## src/rtl/uart_pkg.sv

```systemverilog
// Shared definitions for the buffered UART transmitter.
//   - 3-bit FSM state encodings and the enum built from them
//   - DEFAULT_CYCLES_PER_BIT: clk cycles per bit period for the default build
//   - frame_cycles(): total clk cycles taken by one frame for a given setup
package uart_pkg;

  localparam logic [2:0] ST_IDLE   = 3'd0;
  localparam logic [2:0] ST_START  = 3'd1;
  localparam logic [2:0] ST_DATA   = 3'd2;
  localparam logic [2:0] ST_PARITY = 3'd3;
  localparam logic [2:0] ST_STOP   = 3'd4;

  typedef enum logic [2:0] {
    IDLE   = ST_IDLE,
    START  = ST_START,
    DATA   = ST_DATA,
    PARITY = ST_PARITY,
    STOP   = ST_STOP
  } tx_state_e;

  localparam int DEFAULT_CYCLES_PER_BIT = 86;

  // Start + 8 data + optional parity + stop bit(s), each one bit period long.
  function automatic int frame_cycles(input int cpb, input int parity_en, input int stop_bits);
    return (10 + parity_en + stop_bits - 1) * cpb;
  endfunction

endpackage

```

## src/rtl/uart_tx_if.sv

```systemverilog
// Byte handshake between a data source and the UART transmitter.
//   tx_data  : byte to send            (source -> transmitter)
//   tx_valid : tx_data is valid        (source -> transmitter)
//   tx_ready : transmitter can accept  (transmitter -> source)
// A byte transfers on a rising clk edge where tx_valid && tx_ready.
interface uart_tx_if;
  logic [7:0] tx_data;
  logic       tx_valid;
  logic       tx_ready;

  modport master (output tx_data, output tx_valid, input tx_ready);
  modport slave  (input tx_data, input tx_valid, output tx_ready);
endinterface

```

## src/rtl/uart_tx_fifo.sv

```systemverilog
// Synchronous byte FIFO with show-ahead read data.
//   clk, rst : clock, asynchronous active-low reset (empties the FIFO)
//   wr_en    : write wr_data this edge (ignored when full)
//   rd_en    : pop the head this edge (ignored when empty)
//   rd_data  : current head of the FIFO, valid whenever !empty
//   full     : count == DEPTH
//   empty    : count == 0
//   count    : number of stored bytes
// DEPTH must be a power of 2 so the pointers wrap by natural overflow.
module uart_tx_fifo #(
  parameter int DEPTH = 4
) (
  input  logic                     clk,
  input  logic                     rst,
  input  logic                     wr_en,
  input  logic [7:0]               wr_data,
  input  logic                     rd_en,
  output logic [7:0]               rd_data,
  output logic                     full,
  output logic                     empty,
  output logic [$clog2(DEPTH):0]   count
);

  localparam int AW = $clog2(DEPTH);

  logic [7:0]    mem_q [DEPTH];
  logic [AW-1:0] wr_ptr_q, wr_ptr_d;
  logic [AW-1:0] rd_ptr_q, rd_ptr_d;
  logic [AW:0]   count_q, count_d;
  logic          do_wr, do_rd;

  assign full    = (count_q == (AW+1)'(DEPTH));
  assign empty   = (count_q == '0);
  assign rd_data = mem_q[rd_ptr_q];
  assign count   = count_q;

  always_comb begin
    do_wr    = wr_en && !full;
    do_rd    = rd_en && !empty;
    wr_ptr_d = do_wr ? wr_ptr_q + AW'(1) : wr_ptr_q;
    rd_ptr_d = do_rd ? rd_ptr_q + AW'(1) : rd_ptr_q;
    // Simultaneous write and read leaves the count unchanged.
    count_d  = count_q + (AW+1)'(do_wr) - (AW+1)'(do_rd);
  end

  always_ff @(posedge clk or negedge rst) begin
    if (!rst) begin
      wr_ptr_q <= '0;
      rd_ptr_q <= '0;
      count_q  <= '0;
    end else begin
      wr_ptr_q <= wr_ptr_d;
      rd_ptr_q <= rd_ptr_d;
      count_q  <= count_d;
    end
  end

  // Storage holds data only; pointers and count define what is valid.
  always_ff @(posedge clk) begin
    if (do_wr) mem_q[wr_ptr_q] <= wr_data;
  end

endmodule

```

## src/rtl/uart_tx.sv

```systemverilog
// Buffered UART transmitter: bytes arrive over a valid/ready handshake into a
// small FIFO and are sent LSB-first as start, 8 data, optional parity and
// 1 or 2 stop bits. Queued frames go out back-to-back.
//   clk        : system clock, rising edge
//   rst        : asynchronous active-low reset; abandons any frame in flight
//   s_if       : byte handshake (tx_data, tx_valid in; tx_ready out = !full)
//   tx_bit     : registered serial line, idles high
//   tx_busy    : high from the first start-bit cycle to the last stop-bit cycle
//   tx_done    : one-cycle pulse on the clk after each frame's last stop-bit cycle
//   fifo_count : bytes waiting in the FIFO, excluding the frame in flight
module uart_tx
  import uart_pkg::*;
#(
  parameter int CYCLES_PER_BIT = DEFAULT_CYCLES_PER_BIT,
  parameter int FIFO_DEPTH     = 4,
  parameter int PARITY_EN      = 0,
  parameter int PARITY_ODD     = 0,
  parameter int STOP_BITS      = 1
) (
  input  logic                          clk,
  input  logic                          rst,
  uart_tx_if.slave                      s_if,
  output logic                          tx_bit,
  output logic                          tx_busy,
  output logic                          tx_done,
  output logic [$clog2(FIFO_DEPTH):0]   fifo_count
);

  localparam int              CW        = $clog2(CYCLES_PER_BIT);
  localparam logic [CW-1:0]   CNT_LAST  = CW'(CYCLES_PER_BIT - 1);
  localparam logic [2:0]      STOP_LAST = 3'(STOP_BITS - 1);

  tx_state_e     state_q, state_d;
  logic [CW-1:0] cnt_q, cnt_d;
  logic [2:0]    idx_q, idx_d;
  logic [7:0]    shift_q, shift_d;
  logic          par_q, par_d;
  logic          tx_bit_q, tx_bit_d;
  logic          busy_q, busy_d;
  logic          done_q, done_d;
  logic          load;
  logic          bit_end;

  logic [7:0]    fifo_rd_data;
  logic          fifo_full, fifo_empty;

  uart_tx_fifo #(.DEPTH(FIFO_DEPTH)) u_fifo (
    .clk     (clk),
    .rst     (rst),
    .wr_en   (s_if.tx_valid),
    .wr_data (s_if.tx_data),
    .rd_en   (load),
    .rd_data (fifo_rd_data),
    .full    (fifo_full),
    .empty   (fifo_empty),
    .count   (fifo_count)
  );

  assign s_if.tx_ready = !fifo_full;
  assign tx_bit        = tx_bit_q;
  assign tx_busy       = busy_q;
  assign tx_done       = done_q;
  assign bit_end       = (cnt_q == CNT_LAST);

  always_comb begin
    state_d = state_q;
    cnt_d   = cnt_q + CW'(1);
    idx_d   = idx_q;
    shift_d = shift_q;
    par_d   = par_q;
    done_d  = 1'b0;
    load    = 1'b0;

    unique case (state_q)
      IDLE: begin
        cnt_d = '0;
        if (!fifo_empty) begin
          load    = 1'b1;
          state_d = START;
        end
      end
      START: begin
        if (bit_end) begin
          cnt_d   = '0;
          idx_d   = '0;
          state_d = DATA;
        end
      end
      DATA: begin
        if (bit_end) begin
          cnt_d = '0;
          if (idx_q == 3'd7) begin
            idx_d   = '0;
            state_d = (PARITY_EN != 0) ? PARITY : STOP;
          end else begin
            idx_d   = idx_q + 3'd1;
            shift_d = shift_q >> 1;
          end
        end
      end
      PARITY: begin
        if (bit_end) begin
          cnt_d   = '0;
          idx_d   = '0;
          state_d = STOP;
        end
      end
      STOP: begin
        // idx counts stop bits so each stays exactly one bit period long.
        if (bit_end) begin
          cnt_d = '0;
          if (idx_q == STOP_LAST) begin
            done_d  = 1'b1;
            idx_d   = '0;
            load    = !fifo_empty;
            state_d = fifo_empty ? IDLE : START;
          end else begin
            idx_d = idx_q + 3'd1;
          end
        end
      end
      default: state_d = IDLE;
    endcase

    if (load) begin
      shift_d = fifo_rd_data;
      par_d   = (^fifo_rd_data) ^ (PARITY_ODD != 0);
      cnt_d   = '0;
      idx_d   = '0;
    end

    // The line value is registered from the next state so it changes
    // exactly on the bit boundary, without combinational glitches.
    unique case (state_d)
      START:   tx_bit_d = 1'b0;
      DATA:    tx_bit_d = shift_d[0];
      PARITY:  tx_bit_d = par_d;
      default: tx_bit_d = 1'b1;
    endcase
    busy_d = (state_d != IDLE);
  end

  always_ff @(posedge clk or negedge rst) begin
    if (!rst) begin
      state_q  <= IDLE;
      cnt_q    <= '0;
      idx_q    <= '0;
      tx_bit_q <= 1'b1;
      busy_q   <= 1'b0;
      done_q   <= 1'b0;
    end else begin
      state_q  <= state_d;
      cnt_q    <= cnt_d;
      idx_q    <= idx_d;
      tx_bit_q <= tx_bit_d;
      busy_q   <= busy_d;
      done_q   <= done_d;
    end
  end

  // Byte being shifted out and its parity; only meaningful while a frame runs.
  always_ff @(posedge clk) begin
    shift_q <= shift_d;
    par_q   <= par_d;
  end

endmodule

```

## src/flat_wrapper.sv

```systemverilog
// flat-port wrapper written by rule: the top's interface ports become plain ports
module uart_tx_flat import uart_pkg::*;
#(
  parameter int CYCLES_PER_BIT = DEFAULT_CYCLES_PER_BIT,
  parameter int FIFO_DEPTH     = 4,
  parameter int PARITY_EN      = 0,
  parameter int PARITY_ODD     = 0,
  parameter int STOP_BITS      = 1
)
  (clk, rst, tx_bit, tx_busy, tx_done, fifo_count, s_if_tx_data, s_if_tx_valid, s_if_tx_ready);
  uart_tx_if s_if_i ();
  input  logic clk;
  input  logic rst;
  output logic tx_bit;
  output logic tx_busy;
  output logic tx_done;
  output logic [$clog2(FIFO_DEPTH):0] fifo_count;
  input wire logic [$bits(s_if_i.tx_data)-1:0] s_if_tx_data;
  input wire logic [$bits(s_if_i.tx_valid)-1:0] s_if_tx_valid;
  output wire logic [$bits(s_if_i.tx_ready)-1:0] s_if_tx_ready;
  assign s_if_i.tx_data = s_if_tx_data;
  assign s_if_i.tx_valid = s_if_tx_valid;
  assign s_if_tx_ready = s_if_i.tx_ready;
  uart_tx #(.CYCLES_PER_BIT(CYCLES_PER_BIT), .FIFO_DEPTH(FIFO_DEPTH), .PARITY_EN(PARITY_EN), .PARITY_ODD(PARITY_ODD), .STOP_BITS(STOP_BITS)) u_core (.clk(clk), .rst(rst), .s_if(s_if_i), .tx_bit(tx_bit), .tx_busy(tx_busy), .tx_done(tx_done), .fifo_count(fifo_count));
endmodule
```

## config.mk

```make
export PLATFORM = sky130hd
export DESIGN_NAME = uart_tx_flat
export DESIGN_NICKNAME = d
export VERILOG_FILES = /design/src/rtl/uart_pkg.sv /design/src/rtl/uart_tx_if.sv /design/src/rtl/uart_tx_fifo.sv /design/src/rtl/uart_tx.sv /design/src/flat_wrapper.sv
export SDC_FILE = /design/constraint.sdc
export NUM_CORES = 1
export LEC_CHECK = 0
export BUFFER_PORTS_ARGS = -buffer_cell sky130_fd_sc_hd__buf_4
export CAP_MARGIN = 20
export CELL_PAD_IN_SITES_DETAIL_PLACEMENT = 0
export CELL_PAD_IN_SITES_GLOBAL_PLACEMENT = 1
export CORE_AREA = 3 3 89 91
export DETAILED_ROUTE_END_ITERATION = 6
export DIE_AREA = 0 0 92 94
export GPL_TIMING_DRIVEN = 0
export HOLD_SLACK_MARGIN = 0.03
export PLACE_DENSITY_LB_ADDON = 0.3
export SLEW_MARGIN = 20
export SYNTH_ARGS = -nofsm -noshare
export SYNTH_HDL_FRONTEND = slang
export SYNTH_SLANG_ARGS = --single-unit
```

## constraint.sdc

```tcl
create_clock -name clk -period 7.4 [get_ports clk]
set_input_delay 0 -clock clk [delete_from_list [all_inputs] [get_ports clk]]
set_output_delay 0 -clock clk [all_outputs]
set_load 0.05 [all_outputs]
```

== Word level (Yosys, flattened, before mapping) ==
Memories as Yosys holds them, arrays and structs flattened.
Cells that the tools add are included.

* Output and inout port bits: 7
* Logic and storage cells: 83
* Memory bits (writable): 32
* Memories: 1
* Bits of input ports: 11
* Register bits after elaboration: 32

* Equality and inequality tests: 14
* Add/sub/neg operators: 6
* Multiplexer cells: 34
* Reductions and logical operators: 16

{| class="wikitable"
|+ Memory list
! name !! words !! bits a word !! read ports !! clocked after Yosys merged registers in !! write ports !! RTL line !! RTL
|-
| u_core.u_fifo.mem_q || 4 || 8 || 1 || 0 || 1 || uart_tx_fifo.sv:26 || <nowiki>logic [7:0] mem_q [DEPTH];</nowiki>
|}

{| class="wikitable"
|+ Operators by type and width
! cell !! number
|-
| $mux 3 || 13
|-
| $mux 8 || 4
|-
| $pmux 3 s5 || 1
|-
| $mux 7 || 2
|-
| $pmux 7 s2 || 1
|-
| $eq 3x2->1 const B || 4
|-
| $mux 1 || 10
|-
| $eq 3x3->1 const B || 3
|-
| $logic_not 3->1 || 3
|-
| $pmux 3 s3 || 1
|-
| $reduce_xor 8->1 || 1
|-
| $add 7x1->7 const B || 1
|-
| $eq 7x7->1 const B || 1
|-
| $eq 3x1->1 const B || 2
|-
| $ne 3x2->1 const B || 2
|-
| $add 2x1->2 const B || 2
|-
| $reduce_and 4->1 || 1
|-
| $reduce_bool 2->1 || 2
|-
| $reduce_bool 4->1 || 1
|-
| $reduce_or 4->1 || 1
|-
| $add 3x1->3 || 1
|-
| $add 3x1->3 const B || 1
|-
| $ne 3x1->1 const B || 1
|-
| $pmux 1 s3 || 1
|-
| 8 further kinds || 10
|}

== Depth between registers and ports, before layout ==
* Depth in word-level cells: 7
* Depth in mapped cells: 14
* Gate-level depth less buffers: 12

== Modules after synthesis ==
Synthesis repeated with hierarchy kept, for this count alone.

* Cell total of the unflattened synthesis: 202
* Area, all modules: 2971.6 µm²

{| class="wikitable"
|+ By module, submodules not included
! module !! sequential area each (µm²) !! instances !! cells each !! area an instance (µm²)
|-
| uart_tx_fifo || 1136.1 || 1 || 83 || 1622.8
|-
| uart_tx || 651.9 || 1 || 119 || 1348.8
|}

== Least setup slack after synthesis ==
Ideal clock, no wire load.

* Kind: flip-flop to flip-flop
* Start: register u_core.u_fifo.count_q[1], in the netlist u_core.u_fifo.count[1]
* End: register u_core.u_fifo.count_q[2], in the netlist u_core.u_fifo.count[2]
* Path buffers: 0
* Library setup time: 0.142 ns
* Path slack: 4.626 ns
* Arrival time: 2.632 ns
* Stages on the path, launching flop included: 12
* Data required time: 7.258 ns
* Cell sequence: dfrtp_1 nor2_1 nand2_1 and2_1 inv_1 ha_1 inv_1 ha_1 inv_1 fa_1 xnor2_1 xnor2_1

* Elaborated cells between the ends (all ways): 12
* Classes of those cells: add/sub (2); eq/ne (1); mux (4); reduce/logical (5)

{| class="wikitable"
|+ RTL lines
! element !! RTL line !! RTL
|-
| start, declared || uart_tx_fifo.sv:29 || <nowiki>logic [AW:0] count_q, count_d;</nowiki>
|-
| start signal, assigned || uart_tx_fifo.sv:54 || <nowiki>count_q <= count_d;</nowiki>
|-
| $eq 3x3->1 || uart_tx_fifo.sv:32 || <nowiki>assign full = (count_q == (AW+1)'(DEPTH));</nowiki>
|-
| $logic_not 1->1 || n/a ||
|-
| via s_if_tx_ready || flat_wrapper.sv:20 || <nowiki>output wire logic [$bits(s_if_i.tx_ready)-1:0] s_if_tx_ready;</nowiki>
|-
| $logic_and 1x1->1 || uart_tx_fifo.sv:38 || <nowiki>do_wr = wr_en && !full;</nowiki>
|-
| $add 3x1->3 || uart_tx_fifo.sv:43 || <nowiki>count_d = count_q + (AW+1)'(do_wr) - (AW+1)'(do_rd);</nowiki>
|-
| $sub 3x1->3 || uart_tx_fifo.sv:43 ||
|-
| via u_core.u_fifo.count_d[2] || uart_tx_fifo.sv:29 ||
|}

The timed path passes the listed nets, and every way through them passes these cells.
A chain may end at the register's enable or synchronous reset.

== Worst setup path after layout ==
* Start: register u_core.state_q[0]
* End: register u_core.u_fifo.count_q[2], in the netlist u_core.u_fifo.count[2]

* Word-level cells in the longest chain between the ends: 4
* Elaborated cells between the ends (all ways): 5
* Classes of those cells: add/sub (1); eq/ne (1); mux (1); reduce/logical (2)

{| class="wikitable"
|+ RTL lines
! element !! RTL line !! RTL
|-
| start, declared || uart_tx.sv:33 || <nowiki>tx_state_e state_q, state_d;</nowiki>
|-
| start signal, assigned || uart_tx.sv:152 || <nowiki>state_q <= state_d;</nowiki>
|-
| $eq 3x3->1 / $logic_not 3->1 (equally long branches) || uart_tx.sv:74 || <nowiki>unique case (state_q)</nowiki>
|-
| $pmux 1 s2 (*) || uart_tx.sv:74 ||
|-
| $logic_and 1x1->1 (*) || uart_tx_fifo.sv:39 || <nowiki>do_rd = rd_en && !empty;</nowiki>
|-
| via u_core.u_fifo.do_rd || uart_tx_fifo.sv:30 || <nowiki>logic do_wr, do_rd;</nowiki>
|-
| $sub 3x1->3 (*) || uart_tx_fifo.sv:43 ||
|-
| via u_core.u_fifo.count_d[2] || uart_tx_fifo.sv:29 ||
|}

Mark *: on every way through the listed nets, which the timed path passes. The rest lies on a longest branch.

==> results.md <==
* Final hold violations at 0
* Net count, final at 263
* Ys flop type: edfxtp_1
* CTS buffer count at 9
* Buffers added on ports at 17
* Hold WC Path Type: in2reg
* Leak at 1.31 nW
* Die Wd at between 90 and 100 um
* Top cells by area, synth: edfxtp_1, dfrtp_1, mux4_2
* Number of H-tree levels at 3
* Gr ovfl total at 0
* Die footprint at a little under 0.009 mm2
* Pwr dens at 370 mW/mm2
* # DRC at 0
* TritonCTS clock tree: built
* Setup crit end kind: flip-flop
* Worst Reg-to-Reg Cells at 12
* Layout area overhead at 18.9%
* Largest net degree at the start of global routing at 24
* RePlAce Congestion at 0.764
* CP Launch Type: flip-flop
* Worst Path Class, Setup: reg2reg
* CP cell instances: buf_2 > nor2_2 > o31ai_1 > a21oi_2 > buf_4 > ha_1 > inv_1 > ha_1 > inv_1 > fa_1 > xnor2_1 > xnor2_1
* Most frequent cells in the layout: edfxtp_1, dfrtp_1, buf_4, nor2_1, xnor2_1
* Die height at 94 um
* Worst-path clk slew at about 0.080 ns
* Post-Syn Nets at 226
* FF-to-FF End: u_core.u_fifo.count[2]
* Post-CTS Setup Repair Bufs at 0
* First-pass GRT wire length at around 8300 um
* Clk sinks at 64
* Post-CTS sizing at 0
* R2r startpoint: u_core.state_q[0]
* Starting DRT DRC Count at 90
* Initial Util at 39.9%
* Outcome: finished clean
* Setup TNS at 0 ns
* Multi-input combinational cell area at between 0.001 and 0.0015 mm2
* Final setup vio count at 0
* Clk root buf: clkbuf_8
* Rel. slew slack at 44.6%
* Post-synthesis sequential area ratio at 62.1%
* Worst Path Required at between 7 and 8 ns
* Hold Path Depth at 3
* Row cnt at 31
* Via density at 4.82
* VDD IR-drop max at 201 uV
* Routed WL per cell at 14.2 um
* Seq. cell area at around 0.0018 mm2
* Flop-to-flop setup slack at 4.45 ns
* CTS max path bufs at 2
* Vias at 1659
* Hold_sp: s_if_tx_valid
* Vias in the first global route at 1666
* Initial antenna violation count at 0
* F_max at 338 MHz
* Worst Clk Skew at between 0.006 and 0.007 ns
* Cell area after synthesis at 0.00288 mm2
* Final wirelength at 4900 um
* Share of the synthesized area in the top cell type at 40.7%
* Synthesized flop and latch total at 64
* CP max stage cell: a21oi_2
* Post-synth cell types at between 40 and 50
* Final Max Tran Viols at 0
* Clk_lat worst skew at 0.33 ns
* Cells after Synth at 203
* Worst Max-Slew Pin Slew at 0.824 ns
* MaxCap Viol Count at 0
* Slowest stage delay, CP at roughly 0.42 ns
* Final ANT Viol Nets at 0
* Estimated wirelength of the detail-placed design at 3320 um
* Filler cell count at 688
* Dominant cell type by area after synthesis: edfxtp_1
* CP arrival at 3.17 ns
* CORE AREA at 0.00721 mm2
* First drt pass iteration count at 4
* I/O pins at 18
* Crit Path Max Fanout at 10
* Final core occ at 47.5%
* EDFF count, synth at 39
* Final period utilization at 39.9%
* Hold_ws at 0.0763 ns
* Hold Path End: u_core.u_fifo.wr_ptr_q[0]
* Period minus WS final at 2.95 ns
* Syn avg cell area at 14.2 um2
* Layout cells sized above 1 at between 20% and 30%
* N_diodes at 0
* Most common cell after layout, fill and taps aside: edfxtp_1
* Overall Global Routing Usage at 12.6%
* Async set-reset flop share out of synthesis at a little over a third
* Ys Warns at 0
* # hold bufs at CTS at 9
* RSZ-0062 raised after global routing: no
cell usage after synthesis, types with 5 or more instances:
| master | instances |
|---|---|
| a22o_1 | 6 |
| nand2_1 | 9 |
| inv_1 | 11 |
| ha_1 | 11 |
| mux4_2 | 8 |
| and3_1 | 5 |
| nand3_1 | 6 |
| nor2_1 | 16 |
| edfxtp_1 | 39 |
| a21oi_1 | 6 |
| dfrtp_1 | 22 |
| xnor2_1 | 15 |
power by group:
part           total (mW)  internal (mW)  switching [mW]
clock               0.305          0.158           0.147
combinational       0.438          0.201           0.237
sequential          0.523          0.473          0.0502
registers in the layout, indices dropped and copies added, names as in the netlist:
register,count
u_core.tx_bit,1
u_core.tx_busy,1
u_core.state_q,3
u_core.idx_q,3
u_core.par_q,1
u_core.u_fifo.rd_ptr_q,2
u_core.tx_done,1
u_core.shift_q,8
u_core.u_fifo.wr_ptr_q,2
u_core.u_fifo.count,3
u_core.cnt_q,7
u_core.u_fifo.mem_q,32
how the worst max path moves through the flow:
| stage | slack (ns) | from | cells after the start | endpoint |
|---|---|---|---|---|
| 2_1_floorplan | 4.63 | u_core.u_fifo.count[1] | 11 | u_core.u_fifo.count[2] |
| 3_3_place_gp | 4.43 | u_core.state_q[0] | 12 | u_core.u_fifo.count[2] |
| 3_5_place_dp | 4.43 | u_core.state_q[0] | 12 | u_core.u_fifo.count[2] |
| 4_1_cts | 4.42 | u_core.state_q[0] | 12 | u_core.u_fifo.count[2] |
| 5_1_grt | 4.18 | u_core.state_q[0] | 12 | u_core.u_fifo.count[2] |
| 6_report | 4.45 | u_core.state_q[0] | 12 | u_core.u_fifo.count[2] |
metal layers:
metal  part of all wire [%]  up-vias  wire (um)  global-route usage [%]
met5                      0        -          0                       0
met4                    1.5        0         75                    5.57
met3                    2.9        6        140                    3.45
met2                     45       31       2210                    18.8
met1                     50      804       2470                    17.3
li1                       -      818          -                       -
per-stage QoR:
stage	instances	worst slack [ns]	total power [mW]	cell area [um2]
floorplan	203	4.63	0.868	2880
global placement	319	4.43	0.964	3130
detailed placement	319	4.43	0.972	3130
CTS	344	4.42	1.28	3420
global route	344	4.18	1.35	3420
finish	344	4.45	1.27	3420
layout make-up:
type,count,area share (%)
well taps,99,3.62
plain buffers,6,1.17
clock buffers,9,3.62
multi-input cells,122,29.5
repair buffers,26,6.36
inverters,11,1.21
clock inverters,7,2.30
flip-flops and latches,64,52.2
worst max-delay path: cells and delay by family (launching register included):
kind / cells / cell delay, ns
and+or+nand+nor: 1 / 0.26
DFF: 1 / 0.36
buffers and inverters: 4 / 0.56
xor gates and xnor gates: 2 / 0.26
AOI/OAI and AO/OA: 2 / 0.67
adders and majority gates: 3 / 0.74
logic make-up after synthesis:
kind of cell    Yosys count  share of synthesized area [%]
compound gates           26                           6.21
buf+inv                  17                           2.82
mux                      11                           7.30
xor+xnor                 18                           5.47
fa+ha+maj                13                           5.82
simple gates             54                           10.3
flops                    64                           62.1
Note: power is estimated with default switching activity, not from simulation.
